==> config.mk <==
export PLATFORM = sky130hd
export DESIGN_NAME = adc_frame_collector
export DESIGN_NICKNAME = d
export VERILOG_FILES = /design/src/rtl/adc_frame_collector.sv
export SDC_FILE = /design/constraint.sdc
export NUM_CORES = 1
export LEC_CHECK = 0
export ABC_AREA = 0
export CORE_ASPECT_RATIO = 1.75
export CORE_UTILIZATION = 59
export DETAILED_ROUTE_END_ITERATION = 12
export PLACE_DENSITY = 0.79
export RECOVER_POWER = 100
export SLEW_MARGIN = 10
export SYNTH_ARGS = -nofsm -noshare
export SYNTH_HDL_FRONTEND = slang
export SYNTH_SLANG_ARGS = --single-unit
==> constraint.sdc <==
create_clock -name SCLK -period 2.6 [get_ports SCLK]
set_input_delay 0.78 -clock SCLK [delete_from_list [all_inputs] [get_ports SCLK]]
set_output_delay 0.78 -clock SCLK [all_outputs]
set_load 0.02 [all_outputs]
==> src/rtl/adc_frame_collector.sv <==
// Collects per-channel ADC words into a NUM_CH-slot frame and double-buffers it for the host.
// Latency: COMMIT one cycle after the last word; frame_ready the cycle after that; host reads one cycle.
// No backpressure: late or extra words are flagged in err_status, and an unread frame is overwritten (overrun).
module adc_frame_collector #(
  parameter int NUM_CH      = 6,
  parameter int SYNC_PERIOD = 4096
) (
  input  logic        SCLK,
  input  logic        rst_l,
  input  logic        enable,
  input  logic        operation_mode,
  input  logic        rd_en,
  input  logic [2:0]  channel,
  input  logic [15:0] captured_data,
  output logic        sync,
  output logic        frame_ready,
  input  logic        frame_ack,
  output logic [7:0]  frame_seq,
  input  logic        rd_req,
  input  logic [2:0]  rd_ch,
  output logic [15:0] rd_data,
  output logic        rd_ack,
  output logic [2:0]  err_status,
  input  logic        clear_err
);

  localparam logic [2:0]        CH_LIM    = 3'(NUM_CH);
  localparam logic [15:0]       PER_LOAD  = 16'(SYNC_PERIOD - 1);
  localparam logic [NUM_CH-1:0] MASK_FULL = '1;

  typedef enum logic [2:0] {ST_IDLE, ST_ARM, ST_COLLECT, ST_COMMIT, ST_WAIT} state_t;

  state_t            state, state_nxt;
  logic [15:0]       pcnt;
  logic [NUM_CH-1:0] mask, mask_nxt;
  logic [15:0]       col_bank [NUM_CH];
  logic [15:0]       out_bank [NUM_CH];
  logic              col_we, commit;
  logic [2:0]        err_set;
  logic              run, ch_ok, rd_ch_ok, pcnt_zero;

  assign run       = enable & operation_mode;
  assign ch_ok     = channel < CH_LIM;
  assign rd_ch_ok  = rd_ch < CH_LIM;
  assign pcnt_zero = (pcnt == 16'd0);

  // State register
  always_ff @(posedge SCLK or negedge rst_l) begin
    if (!rst_l) state <= ST_IDLE;
    else        state <= state_nxt;
  end

  // Next-state, collect-mask update, strobes and error events
  always_comb begin
    state_nxt = state;
    mask_nxt  = mask;
    col_we    = 1'b0;
    commit    = 1'b0;
    err_set   = '0;
    sync      = 1'b0;
    case (state)
      ST_IDLE: if (run) state_nxt = ST_ARM;
      ST_ARM: begin
        sync      = 1'b1;
        mask_nxt  = '0;
        state_nxt = ST_COLLECT;
      end
      ST_COLLECT: begin
        if (rd_en) begin
          if (ch_ok) begin
            col_we            = 1'b1;
            err_set[1]        = mask[channel];
            mask_nxt[channel] = 1'b1;
          end else begin
            err_set[1] = 1'b1;
          end
        end
        // A frame completing on the last counted cycle still commits
        if (mask_nxt == MASK_FULL) state_nxt = ST_COMMIT;
        else if (pcnt_zero) begin
          err_set[0] = 1'b1;
          state_nxt  = ST_ARM;
        end
      end
      ST_COMMIT: begin
        commit     = 1'b1;
        err_set[2] = frame_ready & ~frame_ack;
        state_nxt  = pcnt_zero ? ST_ARM : ST_WAIT;
      end
      ST_WAIT: begin
        err_set[1] = rd_en;
        if (pcnt_zero) state_nxt = ST_ARM;
      end
      default: state_nxt = ST_IDLE;
    endcase
    // Losing run drops everything in flight silently
    if (!run) begin
      state_nxt = ST_IDLE;
      commit    = 1'b0;
      col_we    = 1'b0;
      err_set   = '0;
    end
  end

  // Period counter: cleared in IDLE, loaded on sync, counts down to 0 otherwise
  always_ff @(posedge SCLK or negedge rst_l) begin
    if (!rst_l) pcnt <= '0;
    else begin
      case (state)
        ST_IDLE: pcnt <= '0;
        ST_ARM:  pcnt <= PER_LOAD;
        default: if (!pcnt_zero) pcnt <= pcnt - 16'd1;
      endcase
    end
  end

  // Collect bank and slot mask
  always_ff @(posedge SCLK or negedge rst_l) begin
    if (!rst_l) begin
      mask <= '0;
      for (int i = 0; i < NUM_CH; i++) col_bank[i] <= '0;
    end else begin
      mask <= mask_nxt;
      if (col_we) col_bank[channel] <= captured_data;
    end
  end

  // Output bank, frame counter and ready flag; a commit outranks a same-cycle ack
  always_ff @(posedge SCLK or negedge rst_l) begin
    if (!rst_l) begin
      frame_ready <= 1'b0;
      frame_seq   <= '0;
      for (int i = 0; i < NUM_CH; i++) out_bank[i] <= '0;
    end else if (commit) begin
      frame_ready <= 1'b1;
      frame_seq   <= frame_seq + 8'd1;
      for (int i = 0; i < NUM_CH; i++) out_bank[i] <= col_bank[i];
    end else if (frame_ack) begin
      frame_ready <= 1'b0;
    end
  end

  // Sticky error flags; a new event outranks a same-cycle clear
  always_ff @(posedge SCLK or negedge rst_l) begin
    if (!rst_l) err_status <= '0;
    else        err_status <= (clear_err ? 3'b000 : err_status) | err_set;
  end

  // Host read port: one-cycle latency, data held until the next read
  always_ff @(posedge SCLK or negedge rst_l) begin
    if (!rst_l) begin
      rd_ack  <= 1'b0;
      rd_data <= '0;
    end else begin
      rd_ack <= rd_req;
      if (rd_req) rd_data <= rd_ch_ok ? out_bank[rd_ch] : 16'h0000;
    end
  end

endmodule

==> impl_results.md, run 1 <==
- Result of the run: finished with violations
- Violated checks: max-capacitance violations, max-slew violations
- Post-synth cell types: 54
- Buffer count from post-CTS setup fixing: 0
- Number of warnings issued by yosys: 0
- Final slew viol count: 62
- Antenna cell count: 0
- Final hold viol count: 0
- Number of design rule violations left after detail routing: 0
- Grt ovf: 0
- DIE HEIGHT: approximately 180 um
- Core ar.: 17500 um2
- Clock sink count: between 200 and 250
- Worst-margin pin slew: around 1.7 ns
- Cell internal pwr: just over 6 mW
- Share of total power in combinational logic: approximately 7%
- M1 GR Usage: ~33%
- Detailed Route Iter0 Violations: between 300 and 400
- Crit-path max FO: 16
- Peak VDD IR: 0.502 mV
- Dominant cell type by area after synthesis: sky130_fd_sc_hd__dfrtp_1
- Initial core utilization: around three fifths
- Post-route cell area: ~12000 um2
- Routed via count divided by cell count: around 5.7
- Number of buffers inserted by port buffering: 59
- Initial antenna violation count: 0
- Leakage component of the power: approximately 6.3 nW
- Most common cell after layout, fill and taps aside: sky130_fd_sc_hd__nand2_1
- HPWL after detailed placement: approximately 14000 um
- Final setup slack of the worst path: 0.140 ns
- Final count of negative-setup-slack endpoints: 0
- Met3 Use GR: 3.64%
- Worst hold path depth: 1
- M2 GR Usage: between 40% and 50%
- Setup repair after global routing missed its margin: no
- Kind of end point of the critical path: flop
- Die outline area: around 18000 um2
- Post-Syn Instances: 933
- Cell area power density: approximately 650 nW/um2
- Maximum clock insertion buffer count: 3
- Vias after detailed routing: 7214
- Number of cells upsized or downsized after cts: 0
- Async set-reset flop share out of synthesis: between 90% and 100%
- Most frequent cells in the layout: sky130_fd_sc_hd__nand2_1 (311), sky130_fd_sc_hd__dfrtp_1 (246), sky130_fd_sc_hd__mux2_2 (101)
- Share of post-route cells with drive strength above 1: 20.0%
- Synthesized Nets: 965
- Most used DFF post-synth: sky130_fd_sc_hd__dfrtp_1
- Fmax: between 400 and 500 MHz
- Number of synthesized flops with an enable pin: 0
- Delay of the slowest cell on the worst path: roughly 0.59 ns
- Slowest library cell on the worst path: sky130_fd_sc_hd__dlygate4sd3_1
- Relative max-transition margin: -11.5%
- Routed length per instance: ~18 um
- Floorplan die width: 103 um
- Most Crowded Layer GR: met2
- Shortest period the worst path allows: approximately 2.5 ns
- Worst hold slack: approximately 0.46 ns
- Share of the clock period used by the worst path after layout: between 90% and 100%
- Post-Syn Area: roughly 10000 um2
- Max-Cap Viols: 1
- Final Total Pwr: 7.92 mW
- Share of the yosys chip area belonging to registers: approximately 59%
- Via count of the first global-routing pass: 7400
- Worst EP required: a little under 3 ns
- Number of H-tree levels: 1
- Sw Ratio: between 20 and 25%
- Number of core rows: 64
- Later-pin clock latency in the skew report: 0.50 ns
- Worst setup skew after layout: 0.00983 ns
- Final weighted congestion of routability-driven global placement: 0.863
- Post-Route Setup TNS: 0 ns
- Arrival time of the worst setup path: between 2 and 3 ns
- Share of power burned in the clock network: a little over two fifths
- Series of cell instances along the critical path: dlygate4sd3_1, and3b_1, nand3b_4, nor4_1, buf_12, mux2_2
- Part of the power in registers: between 50% and 60%
- Number of cells on the worst reg-to-reg path: 6
- Clock tree from TritonCTS: done
- Clock root buffer master: sky130_fd_sc_hd__clkbuf_16
- DP Area: 11700 um2
- Hold-fix buffer count after cts: 0
- Sw Pwr: 1.74 mW
- Critical path class: input port to flop
- Number of search-and-repair iterations in the first detailed-routing pass: 4
- Largest net degree at the start of global routing: between 100 and 150
- FF+latch count, synth: around 250
- Global-route wire length before repair: around 37000 um
- Post-placement setup slack: -0.244 ns
- Share of the synthesized area in the top cell type: between 50% and 60%
- Final ANT Viol Nets: 0
- Clock slew at the register clock pins of the worst setup and hold paths: about 0.060 ns
- Total Wirelength: between 20000 and 25000 um
- Final Net Count: between 1000 and 1500
- Mean post-synth cell area: 11.2 um2
- Layout-stage area growth over the synthesis result: 17.3%
- Class of the tightest hold or removal check: flop to flop
- Tot GR Track Use: 26.4%
- Largest cells by area after synthesis: sky130_fd_sc_hd__dfrtp_1 (59%), sky130_fd_sc_hd__nand2_1 (11%), sky130_fd_sc_hd__mux2_2 (11%), sky130_fd_sc_hd__mux4_2 (3.4%), sky130_fd_sc_hd__a21oi_1 (1.6%)
- Clock buffers created by TritonCTS: 22
- I/O pin cnt: 60
- FILL cells: 1240
- CP Launch Type: input port
critical path, delay by kind of cell:
family / cells / cell delay, ns
and+or+nand+nor: 3 / 0.84
buffers and inverters: 2 / 0.85
muxes: 1 / 0.36
cells by family (layout without fill, tap and decap cells):
kind of cell               after synthesis  in the layout  share of synthesized area [%]
and+or+nand+nor                        406            406                           17.1
DFF                                    246            246                           58.8
muxes                                  129            129                           15.6
AOI/OAI and AO/OA                       70             70                           4.04
buffers and inverters                   59            155                           2.44
xor gates and xnor gates                21             21                           1.76
adders and majority gates                2              2                          0.239
power by group through the flow:
stage               clock network [mW]  registers (mW)  logic (mW)
global placement                     0            4.04       0.559
global route                      3.59            3.98       0.605
floorplan                            0            4.06       0.248
detailed placement                   0            4.04       0.570
CTS                               3.46            3.97       0.575
finish                            3.41            3.97       0.544
routing by layer:
metal  up-vias  part of all wire, %
li1       3296                    -
met5         -                    0
met4         0                  2.4
met3        42                  4.5
met2       185                   55
met1      3691                   38
cells in the mapped netlist, drive strengths merged (4+ instances only):
library cell / number
a21oi: 33
a22oi: 17
buf: 19
clkbuf: 29
dfrtp: 246
inv: 10
mux2: 112
mux4: 16
nand2: 312
nand3: 6
nand4: 8
nor2: 41
nor3: 4
nor4: 7
o21ai: 8
xnor2: 10
xor2: 11
sequential cells by signal, summed over array words and instances (netlist names):
name,cells
mask,6
state,3
frame_seq,8
rd_data,16
pcnt,16
rd_ack,1
col_bank,96
frame_ready,1
err_status,3
out_bank,96
final timing paths:
kind                                   start      endpoint  slack (ns)
worst max-delay path                  enable  col_bank[45]        0.14
worst min-delay path            frame_seq[7]  frame_seq[7]        0.46
worst max register to register      state[2]  col_bank[45]        0.44
worst min register to register  frame_seq[7]  frame_seq[7]        0.46
max in group asynchronous              rst_l   col_bank[9]        0.49
min in group asynchronous              rst_l    rd_data[8]        0.69
through the flow:
step | utilization [%] | std cells
floorplan | - | 933
detailed placement | 66.8 | 1223
finish | 70.3 | 1260
CTS | 71.2 | 1260
global placement | 66.8 | 1223
global route | 70.3 | 1260
cell type report:
class                           count  area (um2)  share of cell area, %
Sequential cell                   246        6160                   50.2
Multi-Input combinational cell    628        4010                   32.7
Timing Repair Buffer              107        1000                   8.19
Clock buffer                       30         652                   5.31
Tap cell                          231         289                   2.36
Clock inverter                      7         115                  0.938
Inverter                           11        41.3                  0.336
(Power assumes the default switching activity.)
==> run 2, diff against run 1 <==
Settings changed: ABC_CLOCK_PERIOD_IN_PS from default to 2600, CTS_CLUSTER_DIAMETER from default to 100.
==> results of run 2 <==
The final DEF is identical to that of run 1; final timing and power are the same.
==> RTL edit 1 (settings of run 1) <==
The parameter `NUM_CH` goes from 6 to 12.
--- a/src/rtl/adc_frame_collector.sv
+++ b/src/rtl/adc_frame_collector.sv
@@ -4,3 +4,3 @@
 module adc_frame_collector #(
-  parameter int NUM_CH      = 6,
+  parameter int NUM_CH      = 12,
   parameter int SYNC_PERIOD = 4096
Function: changed (a bounded check fails within 4 cycles, from zero or initial values and one cycle with rst_l low).
==> RTL edit 1 against run 1 <==
The run still ends with max-capacitance violations, max-slew violations left. Via count shrank 26%. Synthesized area is 27% lower. First-iteration DRC count is 0.81% lower. Total power is 25% lower. Combinational power shrank 32%. Non-clock buffer count is 22 lower. Routed wire length down 24%. Setup slack lost 0.049 ns. Sequential cell count decreased by 66. Final area shrank 26%. Synthesized cell count fell by 27%. Critical endpoint is now col_bank[143]$_DFFE_PN0P_.
==> RTL edit 1: results (changes against run 1) <==
largest cells by area after synthesis dfrtp_1 (59%), nand2_1 (10%), mux2_2 (9.5%); clock latency on the worst-skew pair 0.42 ns (-0.08 ns); vias in the first global route 5697 (-23%); Hold Crit Class register to register; WL final 17090 um (-24%); post-synthesis cell type count 51 (-5.6%); Max-Slew Margin vs Limit -35.74% (-24 points); first-pass GRT wire length 28570 um (-23%); Mapped Nets 710 (-26%); flop2flop setup slack 0.23 ns (-0.21 ns); DRT Pass-1 Iters 5 (+1); fraction of layout instances using a drive strength above 1 18.61% (-1.4 points); post-DP HPWL 11180 um (-20%); maximum clock insertion buffer count 2 (-1); count of cells along the worst hold path 2 (+1); failing checks max-capacitance violations, max-slew violations; Max Clock Skew 0.01107 ns (+0.001233 ns); initial antenna violation count 0 (unchanged); RD Place Congestion 0.9054 (+4.9%); post-cts resize count 1 (+1); placed cell count 899 (-26%); CP Max Fanout 16 (unchanged); Slowest cell on crit path dlygate4sd3_1; static leakage 4.538 nW (-28%); biggest regs col_bank x64, out_bank x64; worst hold slack 0.4585 ns (-0.002982 ns); post-CTS setup buffer count 0 (unchanged); DR vias/cell 5.727 (about the same); worst reg-to-reg path cell count 6 (unchanged); H-tree depth 4 (+3); commonest cells in the netlist nand2_1 (208), dfrtp_1 (180), mux2_2 (64), inv_1 (38), clkbuf_1 (26); post-synthesis async set-or-reset flop share 100.0% (unchanged); global-route usage over all layers 28.32% (+1.9 points); crit-path max cell delay 0.53 ns (-0.06 ns); largest net degree at the start of global routing 53 (-48%); cell count after synthesis 678 (-27%); IO Port Bufs 59 (unchanged); CTS root buffer clkbuf_16; Iter 0 DRT Violations 368 (-0.81%); Setup Slack @ Placement 0.01833 ns (+0.2622 ns); Max Cap Viol 1 (unchanged); crit path setup slack, layout 0.09075 ns (-0.04894 ns); Final Non-Filler Cells 931 (-26%); TritonCTS Buffers 17 (-23%); sequential area share after synthesis 59.22% (+0.40 points); worst vdd ir 475.8 uV (-5.2%); CP arrival 2.81 ns (-0.03 ns); status finished, violations left; NumNets Final 782 (-25%); Max Slew Vio Count 36 (-42%); Reg clk slew, reported paths 0.06 ns (about the same)
RTL edit 1: changes by cell type in the layout (fill, tap and decap cells not counted), moves of 6 or more:
cell,before,now
nand2_1,311,208
dfrtp_1,246,180
mux2_2,101,64
a21oi_1,33,2
nor2_1,39,8
inv_1,10,38
a22oi_1,17,1
buf_4,26,10
o22ai_1,2,18
mux2_1,11,0
xor2_1,11,0
clkbuf_16,23,17
RTL edit 1: critical path: cells and delay by family:
family        cells  cell delay, ns
buf+inv           3            1.14
simple gates      3            0.45
mux               1            0.41
RTL edit 1: layout make-up:
class	instances	area, sq um
Inverter	38	142.6
Timing Repair Buffer	85	814.5
Clock buffer	20	446.7
Clock inverter	12	167.7
Tap cell	168	210.2
Sequential cell	180	4504
Multi-Input combinational cell	428	2820
Fill cell	848	3393
RTL edit 1: routing by layer:
layer	track usage, %	vias to the layer above	share of wire, %	wire (um)
met5	0	-	0	0
met4	12.72	0	2.8	483
li1	-	2443	-	-
met2	48.43	155	55	9378
met1	34.37	2691	39	6596
met3	4.930	43	3.7	634
RTL edit 1: where the power goes:
| part | internal, mW | switching (mW) | leakage [nW] | total (mW) |
|---|---|---|---|---|
| combinational | 0.158 | 0.212 | 1.75 | 0.370 |
| sequential | 2.85 | 0.0512 | 2.49 | 2.90 |
| clock | 1.56 | 1.09 | 0.297 | 2.65 |
RTL edit 1: path summary, 6_finish.rpt:
check	startpoint	endpoint
max in group asynchronous	rst_l	out_bank[164]$_DFFE_PN0P_
setup reg to reg	pcnt[0]$_DFFE_PN0P_	pcnt[11]$_DFFE_PN0P_
hold / removal	col_bank[141]$_DFFE_PN0P_	out_bank[141]$_DFFE_PN0P_
setup / recovery	rd_en	col_bank[143]$_DFFE_PN0P_
hold reg to reg	col_bank[141]$_DFFE_PN0P_	out_bank[141]$_DFFE_PN0P_
min in group asynchronous	rst_l	err_status[1]$_DFF_PN0_
RTL edit 1: cell families (layout without fill, tap and decap cells):
group,count (synthesis),count (layout),synth area share [%]
xor+xnor,10,10,1.151
flops,180,180,59.22
mux,82,82,14.64
buf+inv,70,155,3.570
fa+ha+maj,2,2,0.3289
compound gates,56,56,4.837
simple gates,278,278,16.25
RTL edit 1: metrics by stage:
stage                     instance area, sq um  util [%]
after CTS                                 9228     73.82
after global placement                    8615     68.92
after floorplan                           7606         -
after detailed placement                  8615     68.92
final                                     9106     72.85
after global routing                      9106     72.85
==> RTL edit 2 (config.mk and constraints of run 1) <==
Made on the original files. Reset style: synchronous (`rst_l`), changed in 6 clocked blocks.
--- a/src/rtl/adc_frame_collector.sv
+++ b/src/rtl/adc_frame_collector.sv
@@ -47,3 +47,3 @@
   // State register
-  always_ff @(posedge SCLK or negedge rst_l) begin
+  always_ff @(posedge SCLK) begin
     if (!rst_l) state <= ST_IDLE;
@@ -105,3 +105,3 @@
   // Period counter: cleared in IDLE, loaded on sync, counts down to 0 otherwise
-  always_ff @(posedge SCLK or negedge rst_l) begin
+  always_ff @(posedge SCLK) begin
     if (!rst_l) pcnt <= '0;
@@ -117,3 +117,3 @@
   // Collect bank and slot mask
-  always_ff @(posedge SCLK or negedge rst_l) begin
+  always_ff @(posedge SCLK) begin
     if (!rst_l) begin
@@ -128,3 +128,3 @@
   // Output bank, frame counter and ready flag; a commit outranks a same-cycle ack
-  always_ff @(posedge SCLK or negedge rst_l) begin
+  always_ff @(posedge SCLK) begin
     if (!rst_l) begin
@@ -143,3 +143,3 @@
   // Sticky error flags; a new event outranks a same-cycle clear
-  always_ff @(posedge SCLK or negedge rst_l) begin
+  always_ff @(posedge SCLK) begin
     if (!rst_l) err_status <= '0;
@@ -149,3 +149,3 @@
   // Host read port: one-cycle latency, data held until the next read
-  always_ff @(posedge SCLK or negedge rst_l) begin
+  always_ff @(posedge SCLK) begin
     if (!rst_l) begin
Behaviour: differs if rst_l is asserted again (counterexample within 4 cycles, from zero or initial values and one cycle with rst_l low); with rst_l held inactive, the same outputs for 10 cycles.
==> RTL edit 2 against run 1 <==
Die area fell by 0.53%. Synthesized area fell by 0.54%. Setup slack lost 0.060 ns. Total power is 7.2% higher. Sequential cell count unchanged. Routed wire length up 1.2%. Final area increased by 0.18%. Sequential power increased by 11%. Sequential share of layout area grew 5.5 points.
==> RTL edit 2: results (changes against run 1) <==
Filler cells 1126 (-9.2%); DR vias 6547 (-9.2%); largest net degree at the start of global routing 74 (-27%); DP Area 11690 sq um (+0.31%); largest cells by area after synthesis edfxtp_1 (55%), dfxtp_1 (10%), and3_1 (7.9%); biggest area consumer among synthesized cells edfxtp_1; DRT Pass-1 Iters 5 (+1); Mapped Nets 816 (-15%); DR vias/cell 5.861 (+2.4%); final worst-path cycle share 96.92% (+2.3 points); fraction of layout instances using a drive strength above 1 14.72% (-5.3 points); cell count after synthesis 783 (-16%); EDFF count, synth 192 (+192); status complete, no violations; Logic pwr share 7.6% (+0.7 points); post-synthesis cell type count 58 (+7.4%); RD Place Congestion 0.8881 (+2.9%); met2 usage 49.44% (+2.6 points); post-DP HPWL 16150 um (+15%); Synth Area in Adders 0.3606% (+0.12 points); CP arrival 1.74 ns (-1.10 ns); static leakage 5.008 nW (-20%); Global Route met1 Usage 28.84% (-3.9 points); met3 global-route usage 3.033% (-0.61 points); metal3 WL 986 um (-2.3%); met2 routed WL 12830 um (+4.0%); vias in the first global route 6709 (-9.3%); clock network power share 40.5% (-2.6 points); post-synthesis async set-or-reset flop share 0% (-100 points); complex-gate fraction of the synthesized area 5.433% (+1.4 points); final instance area 12290 sq um (+0.18%); M1 wire length 8091 um (-6.4%); Slowest cell on crit path or3b_2; global-route usage over all layers 26.13% (-0.30 points); Max-Slew Margin vs Limit 28.05% (+40 points); placed cell count 1076 (-12%); r2r endpoint pcnt[15]$_SDFFE_PN0P_; sequential area share after synthesis 65.77% (+7.0 points); xor-xnor portion of the synthesized cell area 1.094% (-0.66 points); CP Class register to output pin; TritonCTS Buffers 23 (+4.5%); first-pass GRT wire length 35490 um (-4.2%); Setup Slack @ Placement -0.3530 ns (-0.1091 ns); Max Clock Skew 0.009933 ns (+0.00009909 ns); crit-path max cell delay 0.47 ns (-0.12 ns); wire per inst 20.42 um (+14%)
==> RTL edit 2: changes by cell type after synthesis, sizes merged, moves of 11 or more <==
cell / before / now
a211oi: 2 / 17
a21oi: 33 / 10
and2: 1 / 66
and3: 2 / 131
clkbuf: 29 / 48
dfrtp: 246 / 0
dfxtp: 0 / 54
edfxtp: 0 / 192
mux2: 112 / 16
nand2: 312 / 21
o21ai: 8 / 19
==> RTL edit 2: area by class of cell <==
class                           instances  area share, %
Timing Repair Buffer                  124          8.722
Clock inverter                         15          1.577
Clock buffer                           26          4.773
Multi-Input combinational cell        471          26.68
Tap cell                              227          2.310
Sequential cell                       246          55.69
Inverter                                8         0.2442
==> RTL edit 2: worst min path at each step <==
stage	slack (ns)	end	depth (start not counted)	start
after detailed placement	0.45	err_status[2]$_SDFF_PN0_	2	err_status[2]$_SDFF_PN0_
after global placement	0.45	err_status[2]$_SDFF_PN0_	2	err_status[2]$_SDFF_PN0_
final	0.45	err_status[1]$_SDFF_PN0_	2	err_status[1]$_SDFF_PN0_
after CTS	0.47	err_status[1]$_SDFF_PN0_	2	err_status[1]$_SDFF_PN0_
after global routing	0.50	err_status[0]$_SDFF_PN0_	2	err_status[0]$_SDFF_PN0_
after floorplan	0.45	pcnt[5]$_SDFFE_PN0P_	2	pcnt[5]$_SDFFE_PN0P_
==> RTL edit 2: repair_timing <==
action | in CTS | in global routing
endpoints found under the setup margin | 1 | 0
endpoints found under the hold margin | 0 | 0
gates resized for setup | 1 | 0
==> RTL edit 2: worst register-to-register path, stage by stage (launching register included) <==
cell	delay, ns
dfxtp_1	0.38
nor4_1	0.79
nand4_1	0.56
o21bai_1	0.33
xor2_1	0.16
nor2_1	0.05
